$ cat config.mk
export PLATFORM = sky130hd
export DESIGN_NAME = gsensor_spi_responder
export DESIGN_NICKNAME = d
export VERILOG_FILES = /design/src/rtl/gsensor_spi_responder.sv
export SDC_FILE = /design/constraint.sdc
export NUM_CORES = 1
export LEC_CHECK = 0
export CAP_MARGIN = 20
export CORE_MARGIN = 2
export CORE_UTILIZATION = 56
export CTS_CLUSTER_SIZE = 28
export DETAILED_ROUTE_END_ITERATION = 10
export GPL_TIMING_DRIVEN = 1
export PLACE_DENSITY = 0.72
export SETUP_SLACK_MARGIN = 0.1
export SLEW_MARGIN = 10
export SYNTH_ARGS = -nofsm -noshare
export SYNTH_HDL_FRONTEND = slang
export SYNTH_SLANG_ARGS = --single-unit
export TNS_END_PERCENT = 100
$ cat constraint.sdc
create_clock -name clk -period 2.8 [get_ports clk]
set_clock_uncertainty 0.2 [all_clocks]
set_input_delay 0.28 -clock clk [delete_from_list [all_inputs] [get_ports clk]]
set_output_delay 0.28 -clock clk [all_outputs]
set_load 0.01 [all_outputs]
$ cat src/rtl/gsensor_spi_responder.sv
// SPI mode-3 responder that emulates an ADXL345-style G-sensor register map.
// X/Y/Z samples are injected from the fabric; reads within one frame see a coherent shadow copy.
module gsensor_spi_responder #(
    parameter logic [7:0] DEVID    = 8'hE5,
    parameter logic [7:0] BW_RESET = 8'h0A
) (
    input  logic        clk,
    input  logic        reset_n,
    input  logic        sclk,
    input  logic        cs_n,
    input  logic        sdi,
    output logic        sdo,
    output logic        sdo_oe,
    input  logic [15:0] x_in,
    input  logic [15:0] y_in,
    input  logic [15:0] z_in,
    input  logic        sample_valid,
    output logic [1:0]  int_out,
    output logic        reg_wr_strobe,
    output logic [5:0]  reg_wr_addr,
    output logic [7:0]  reg_wr_data,
    output logic        busy
);

    localparam logic [5:0] A_DEVID      = 6'h00;
    localparam logic [5:0] A_BW_RATE    = 6'h2C;
    localparam logic [5:0] A_INT_ENABLE = 6'h2E;
    localparam logic [5:0] A_INT_MAP    = 6'h2F;
    localparam logic [5:0] A_INT_SOURCE = 6'h30;
    localparam logic [5:0] A_DATAX0     = 6'h32;
    localparam logic [5:0] A_DATAZ1     = 6'h37;

    typedef enum logic [1:0] {
        S_IDLE,
        S_CMD,
        S_RD,
        S_WR
    } state_t;

    // Synchronisers and edge detection
    logic [2:0] r_sclk_sync;
    logic [2:0] r_cs_sync;
    logic [1:0] r_sdi_sync;
    logic       r_busy;

    logic w_sclk_rise;
    logic w_sclk_fall;
    logic w_cs_fall;
    logic w_cs_rise;
    logic w_sdi;

    // FSM and shift path
    state_t     r_state;
    logic [2:0] r_bit_cnt;
    logic [6:0] r_rx_shift;
    logic [7:0] r_tx_shift;
    logic [5:0] r_addr;
    logic       r_mb;
    logic       r_frame_rd_data;
    logic       r_sdo;
    logic       r_sdo_oe;
    logic       r_wr_strobe;
    logic [5:0] r_wr_addr;
    logic [7:0] r_wr_data;

    // Register file and sample path
    logic [7:0]  r_regs [64];
    logic [15:0] r_live_x;
    logic [15:0] r_live_y;
    logic [15:0] r_live_z;
    logic [15:0] r_shadow_x;
    logic [15:0] r_shadow_y;
    logic [15:0] r_shadow_z;
    logic        r_data_ready;
    logic [1:0]  r_int_out;

    logic [5:0] w_cmd_addr;
    logic [5:0] w_next_addr;
    logic       w_addr_is_data;
    logic [7:0] w_cmd_rd_data;
    logic [7:0] w_next_rd_data;
    logic       w_dr_int;

    function automatic logic f_writable(input logic [5:0] a);
        return (a >= 6'h1D && a <= 6'h2A) || (a >= A_BW_RATE && a <= A_INT_MAP) ||
               (a == 6'h31) || (a == 6'h38);
    endfunction

    function automatic logic [7:0] f_reg_read(input logic [5:0] a);
        logic [7:0] v;
        // NOTE: give every combinational result a default first so no path leaves it unassigned (latch).
        v = 8'h00;
        case (a)
            A_DEVID:      v = DEVID;
            A_INT_SOURCE: v = {r_data_ready, 7'b0};
            6'h32:        v = r_shadow_x[7:0];
            6'h33:        v = r_shadow_x[15:8];
            6'h34:        v = r_shadow_y[7:0];
            6'h35:        v = r_shadow_y[15:8];
            6'h36:        v = r_shadow_z[7:0];
            6'h37:        v = r_shadow_z[15:8];
            default:      if (f_writable(a)) v = r_regs[a];
        endcase
        return v;
    endfunction

    assign w_sclk_rise    = r_sclk_sync[1] & ~r_sclk_sync[2];
    assign w_sclk_fall    = ~r_sclk_sync[1] & r_sclk_sync[2];
    assign w_cs_fall      = ~r_cs_sync[1] & r_cs_sync[2];
    assign w_cs_rise      = r_cs_sync[1] & ~r_cs_sync[2];
    assign w_sdi          = r_sdi_sync[1];

    assign w_cmd_addr     = {r_rx_shift[4:0], w_sdi};
    assign w_next_addr    = r_mb ? r_addr + 6'd1 : r_addr;
    assign w_addr_is_data = (r_addr >= A_DATAX0) && (r_addr <= A_DATAZ1);
    assign w_cmd_rd_data  = f_reg_read(w_cmd_addr);
    assign w_next_rd_data = f_reg_read(w_next_addr);
    assign w_dr_int       = r_data_ready & r_regs[A_INT_ENABLE][7];

    // cs_n chain resets to "selected" so a cs_n still low after reset never looks like a fresh frame start.
    always_ff @(posedge clk or negedge reset_n) begin
        if (!reset_n) begin
            r_sclk_sync <= 3'b111;
            r_cs_sync   <= 3'b000;
            r_sdi_sync  <= 2'b00;
            r_busy      <= 1'b0;
        end else begin
            // NOTE: sequential state always uses non-blocking assignments so every flop sees pre-edge values.
            r_sclk_sync <= {r_sclk_sync[1:0], sclk};
            r_cs_sync   <= {r_cs_sync[1:0], cs_n};
            r_sdi_sync  <= {r_sdi_sync[0], sdi};
            r_busy      <= ~r_cs_sync[1];
        end
    end

    always_ff @(posedge clk or negedge reset_n) begin
        if (!reset_n) begin
            r_state         <= S_IDLE;
            r_bit_cnt       <= 3'd0;
            r_rx_shift      <= 7'd0;
            r_tx_shift      <= 8'd0;
            r_addr          <= 6'd0;
            r_mb            <= 1'b0;
            r_frame_rd_data <= 1'b0;
            r_sdo           <= 1'b0;
            r_sdo_oe        <= 1'b0;
            r_wr_strobe     <= 1'b0;
            r_wr_addr       <= 6'd0;
            r_wr_data       <= 8'd0;
        end else begin
            r_wr_strobe <= 1'b0;
            if (w_cs_rise) begin
                r_state   <= S_IDLE;
                r_bit_cnt <= 3'd0;
                r_sdo     <= 1'b0;
                r_sdo_oe  <= 1'b0;
            end else begin
                case (r_state)
                    S_IDLE: begin
                        if (w_cs_fall) begin
                            r_state         <= S_CMD;
                            r_bit_cnt       <= 3'd0;
                            r_frame_rd_data <= 1'b0;
                        end
                    end
                    S_CMD: begin
                        if (w_sclk_rise) begin
                            r_rx_shift <= {r_rx_shift[5:0], w_sdi};
                            r_bit_cnt  <= r_bit_cnt + 3'd1;
                            if (r_bit_cnt == 3'd7) begin
                                r_mb   <= r_rx_shift[5];
                                r_addr <= w_cmd_addr;
                                if (r_rx_shift[6]) begin
                                    r_state    <= S_RD;
                                    r_tx_shift <= w_cmd_rd_data;
                                end else begin
                                    r_state <= S_WR;
                                end
                            end
                        end
                    end
                    S_RD: begin
                        // Next byte is preloaded on the last rising edge so bit7 is ready for the following fall.
                        if (w_sclk_fall) begin
                            r_sdo      <= r_tx_shift[7];
                            r_sdo_oe   <= 1'b1;
                            r_tx_shift <= {r_tx_shift[6:0], 1'b0};
                        end else if (w_sclk_rise) begin
                            r_bit_cnt <= r_bit_cnt + 3'd1;
                            if (r_bit_cnt == 3'd7) begin
                                if (w_addr_is_data) r_frame_rd_data <= 1'b1;
                                r_addr     <= w_next_addr;
                                r_tx_shift <= w_next_rd_data;
                            end
                        end
                    end
                    S_WR: begin
                        if (w_sclk_rise) begin
                            r_rx_shift <= {r_rx_shift[5:0], w_sdi};
                            r_bit_cnt  <= r_bit_cnt + 3'd1;
                            if (r_bit_cnt == 3'd7) begin
                                r_wr_strobe <= 1'b1;
                                r_wr_addr   <= r_addr;
                                r_wr_data   <= {r_rx_shift, w_sdi};
                                r_addr      <= w_next_addr;
                            end
                        end
                    end
                    default: r_state <= S_IDLE;
                endcase
            end
        end
    end

    always_ff @(posedge clk or negedge reset_n) begin
        if (!reset_n) begin
            // NOTE: the register file is tiny and architecturally visible, so it is reset like any other flop.
            for (int i = 0; i < 64; i++) begin
                r_regs[6'(i)] <= (6'(i) == A_BW_RATE) ? BW_RESET : 8'h00;
            end
            r_live_x     <= 16'd0;
            r_live_y     <= 16'd0;
            r_live_z     <= 16'd0;
            r_shadow_x   <= 16'd0;
            r_shadow_y   <= 16'd0;
            r_shadow_z   <= 16'd0;
            r_data_ready <= 1'b0;
            r_int_out    <= 2'b00;
        end else begin
            if (r_wr_strobe && f_writable(r_wr_addr)) r_regs[r_wr_addr] <= r_wr_data;
            if (sample_valid) begin
                r_live_x <= x_in;
                r_live_y <= y_in;
                r_live_z <= z_in;
            end
            if (w_cs_fall) begin
                r_shadow_x <= r_live_x;
                r_shadow_y <= r_live_y;
                r_shadow_z <= r_live_z;
            end
            if (sample_valid)                        r_data_ready <= 1'b1;
            else if (w_cs_rise && r_frame_rd_data)   r_data_ready <= 1'b0;
            r_int_out <= r_regs[A_INT_MAP][7] ? {w_dr_int, 1'b0} : {1'b0, w_dr_int};
        end
    end

    assign sdo           = r_sdo;
    assign sdo_oe        = r_sdo_oe;
    assign int_out       = r_int_out;
    assign reg_wr_strobe = r_wr_strobe;
    assign reg_wr_addr   = r_wr_addr;
    assign reg_wr_data   = r_wr_data;
    assign busy          = r_busy;

endmodule
==> results.md <==
- Status: complete, but fails checks
- Failing checks: design-rule violations, negative setup slack
- CTS Buffer Depth: 3
- Max Fclk: 322 MHz
- CTS tree: yes
- Routed Antenna Nets: 0
- Peak supply drop: ~0.51 mV
- Crit path kind: reg -> reg
- DR vias/cell: around 6.4
- EDFF count, synth: between 200 and 300
- CP Launch Type: register
- N_diodes: 0
- Async SR Flop Fraction: 0.606
- Seq cells post-synth: 649
- Synth Flop Type: dfrtp_1
- Congestion Overflow GR: 0
- CP arrival: between 3 and 4 ns
- Post-synth top area share: 0.333
- Sink Count: about 650
- WL per Instance: 27.8 um
- Initial antenna violation count: 0
- Hold depth: 2
- Final period util: 1.11
- Crit path max-delay family: buffers and inverters
- Crit path top cell by count: buf_12
- Clock period minus worst slack: 3.11 ns
- Pwr Density: 627 nW/um^2
- Initial Util: 0.568
- Leak pwr: roughly 14 nW
- Mapped Cells: about 1900
- Critical path required time: approximately 3.1 ns
- # port buffers: 73
- Worst-Skew Late Latency: approximately 0.62 ns
- Setup TNS: -2.00 ns
- Number of synthesis warnings: 0
- Vias in the first global route: roughly 19000
- # fillers: around 3400
- Synthesized area: ~30000 um^2
- Std-Cell Rows: between 80 and 90
- Die area: between 50000 and 60000 um^2
- Netlist cell types: a little over 80
- Share of cells above drive strength 1: 0.388
- Pwr Total: between 20 and 25 mW
- Max_cap viols: 0
- Starting DRT DRC Count: between 2000 and 2500
- H-Tree Depth: 3
- WHS: 0.0767 ns
- Cells on worst reg2reg path: 14
- Area of the core: 51500 um^2
- Syn avg cell area: around 15 um^2
- Reg2reg setup slack: -0.31 ns
- Hold Crit Class: in -> reg
- CTS Buf Count: between 60 and 70
- Top cells by area, synth: dfrtp_1, edfxtp_1, mux4_2
- Hold Startpoint: x_in[10]
- Most frequent cell after synthesis: dfrtp_1
- Critical path, cell by cell: buf_6 -> ha_4 -> a21oi_4 -> buf_12 -> buf_12 -> buf_12 -> buf_16 -> mux4_2 -> o22ai_2 -> o21ai_1 -> buf_4 -> nand4_1 -> or3b_1 -> a32oi_1
- Maximum fanout along the worst path: 6
- Via Count: between 15000 and 20000
- Setup WS pre-CTS: -0.319 ns
- CP bufs+invs: 6
- Die Width: between 200 and 250 um
- Clock-pin slew on the worst setup and hold paths: approximately 0.06 ns
- Sink of the worst hold path: r_live_x[10]
- Drt first pass iters: 10
- Post-Route Utilization: 0.690
- CP peak stage delay: around 0.43 ns
- Slew headroom: 0.401
- Worst path slowest cell: dfrtp_1
- Largest net degree at the start of global routing: ~150
- Reg2reg start: r_addr[1]
- Most crowded layer after global routing: met2
- Final GP Congestion: 0.922
- Final hold vios: 0
- RSZ-0062 raised after global routing: true
- Tightest Pin Transition: 0.895 ns
- M2 GR Usage: 0.472
- Worst flop-to-flop path endpoint: r_tx_shift[4]
- Layout Nets: between 2000 and 2500
- Area grow syn2layout: 21.5%
- I/O pin total: 74
- Total Wirelength: 79.0 mm
- Max-slew violation count: 0
- Met1 Resource Use GR: 0.406
- Met3 Usage GRT: 0.0746
- Commonest cells in the netlist: dfrtp_1, edfxtp_1, clkbuf_1
- Setup violations, final: 8
- Critical Path Sink Type: register
- Die span in y: 233 um
- Gr usage total: 0.302
- First-pass GRT wire length: about 120 mm
- Sequential fraction of the synthesis area: 0.599
- Post-DP HPWL: 51.4 mm
- Worst setup margin: -0.308 ns
- Area leader, netlist: dfrtp_1
- Residual DRC: 1
- Root buf cell: clkbuf_16
-- worst register-to-register path, stage by stage, from the launching register on --
cell	delay, ns
dfrtp_1	0.43
buf_6	0.15
ha_4	0.28
a21oi_4	0.06
buf_12	0.15
buf_12	0.13
buf_12	0.12
buf_16	0.13
mux4_2	0.24
o22ai_2	0.07
o21ai_1	0.15
buf_4	0.16
nand4_1	0.14
or3b_1	0.42
a32oi_1	0.20
-- stage by stage --
| step | instances | cell area (um^2) |
|---|---|---|
| finish | 2847 | 35600 |
| detailed placement | 2686 | 32400 |
| CTS | 2837 | 35300 |
| floorplan | 2012 | 29800 |
| global placement | 2686 | 32400 |
| global route | 2847 | 35600 |
-- what timing repair did --
item	in CTS	in global routing
hold endpoints to repair	330	0
gates resized for setup	49	39
pin swaps	24	22
hold buffers	5	0
cloned	6	1
setup buffers	15	10
setup endpoints to repair	8	36
-- cells in the final DEF (no fill, tap or decap), types with 31 or more instances in the layout --
cell type,count
edfxtp_1,256
nand2_1,54
dfrtp_1,387
conb_1,120
nor2_1,35
buf_12,56
mux2_2,136
clkdlybuf4s50_1,71
clkbuf_16,75
a21oi_1,35
buf_4,210
o22ai_1,46
o21ai_0,34
a22oi_1,31
mux4_2,243
-- worst max path at each step --
| stage | to | cells past startpoint | start |
|---|---|---|---|
| floorplan | r_regs[112] | 7 | reg_wr_addr[3] |
| global placement | r_tx_shift[0] | 8 | r_sdi_sync[1] |
| detailed placement | r_tx_shift[0] | 8 | r_sdi_sync[1] |
| CTS | r_tx_shift[6] | 13 | r_addr[0] |
| global route | r_tx_shift[4] | 11 | r_addr[1] |
| finish | r_tx_shift[4] | 14 | r_addr[1] |
-- kinds of logic (layout without fill, tap and decap cells) --
| family | after synthesis | in the layout | share of synthesized area |
|---|---|---|---|
| adders and majority gates | 8 | 8 | 0.00342 |
| DFF | 649 | 649 | 0.599 |
| AOI/OAI and AO/OA | 270 | 270 | 0.0621 |
| xor gates and xnor gates | 5 | 5 | 0.00214 |
| other | 1 | 120 | 0.000128 |
| muxes | 392 | 392 | 0.244 |
| buffers and inverters | 362 | 517 | 0.0523 |
| and+or+nand+nor | 206 | 206 | 0.0374 |
-- report_power, final --
group          leakage [nW]  switching [mW]  internal, mW  total (mW)
registers              7.90           0.342          10.2        10.5
logic                  5.41            1.42          1.20        2.62
clock network          1.13            3.73          5.44        9.17
-- final cells by class --
type / instances / area (um^2) / area share
sequential: 649 / 17500 / 0.493
multi-input combinational: 1001 / 10900 / 0.307
timing repair buffer: 365 / 3860 / 0.109
clock buffer: 105 / 2090 / 0.0587
tap: 680 / 851 / 0.0239
clock inverter: 20 / 204 / 0.00574
inverter: 27 / 104 / 0.00292
-- registers in the layout, summed over array words and instances (netlist names), 3 cells and up --
| signal | count |
|---|---|
| r_live_z | 16 |
| r_sclk_sync | 3 |
| r_shadow_x | 16 |
| r_addr | 6 |
| reg_wr_addr | 6 |
| r_shadow_z | 16 |
| r_live_y | 16 |
| r_rx_shift | 7 |
| r_bit_cnt | 3 |
| reg_wr_data | 8 |
| r_shadow_y | 16 |
| r_regs | 496 |
| r_tx_shift | 8 |
| r_cs_sync | 3 |
| r_live_x | 16 |
-- routing by layer --
layer | share of wire | wire (um)
met4 | 0.049 | 3840
met3 | 0.091 | 7220
met2 | 0.47 | 37400
met5 | 0 | 0
met1 | 0.39 | 30600
Note: power is estimated with default switching activity, not from simulation.
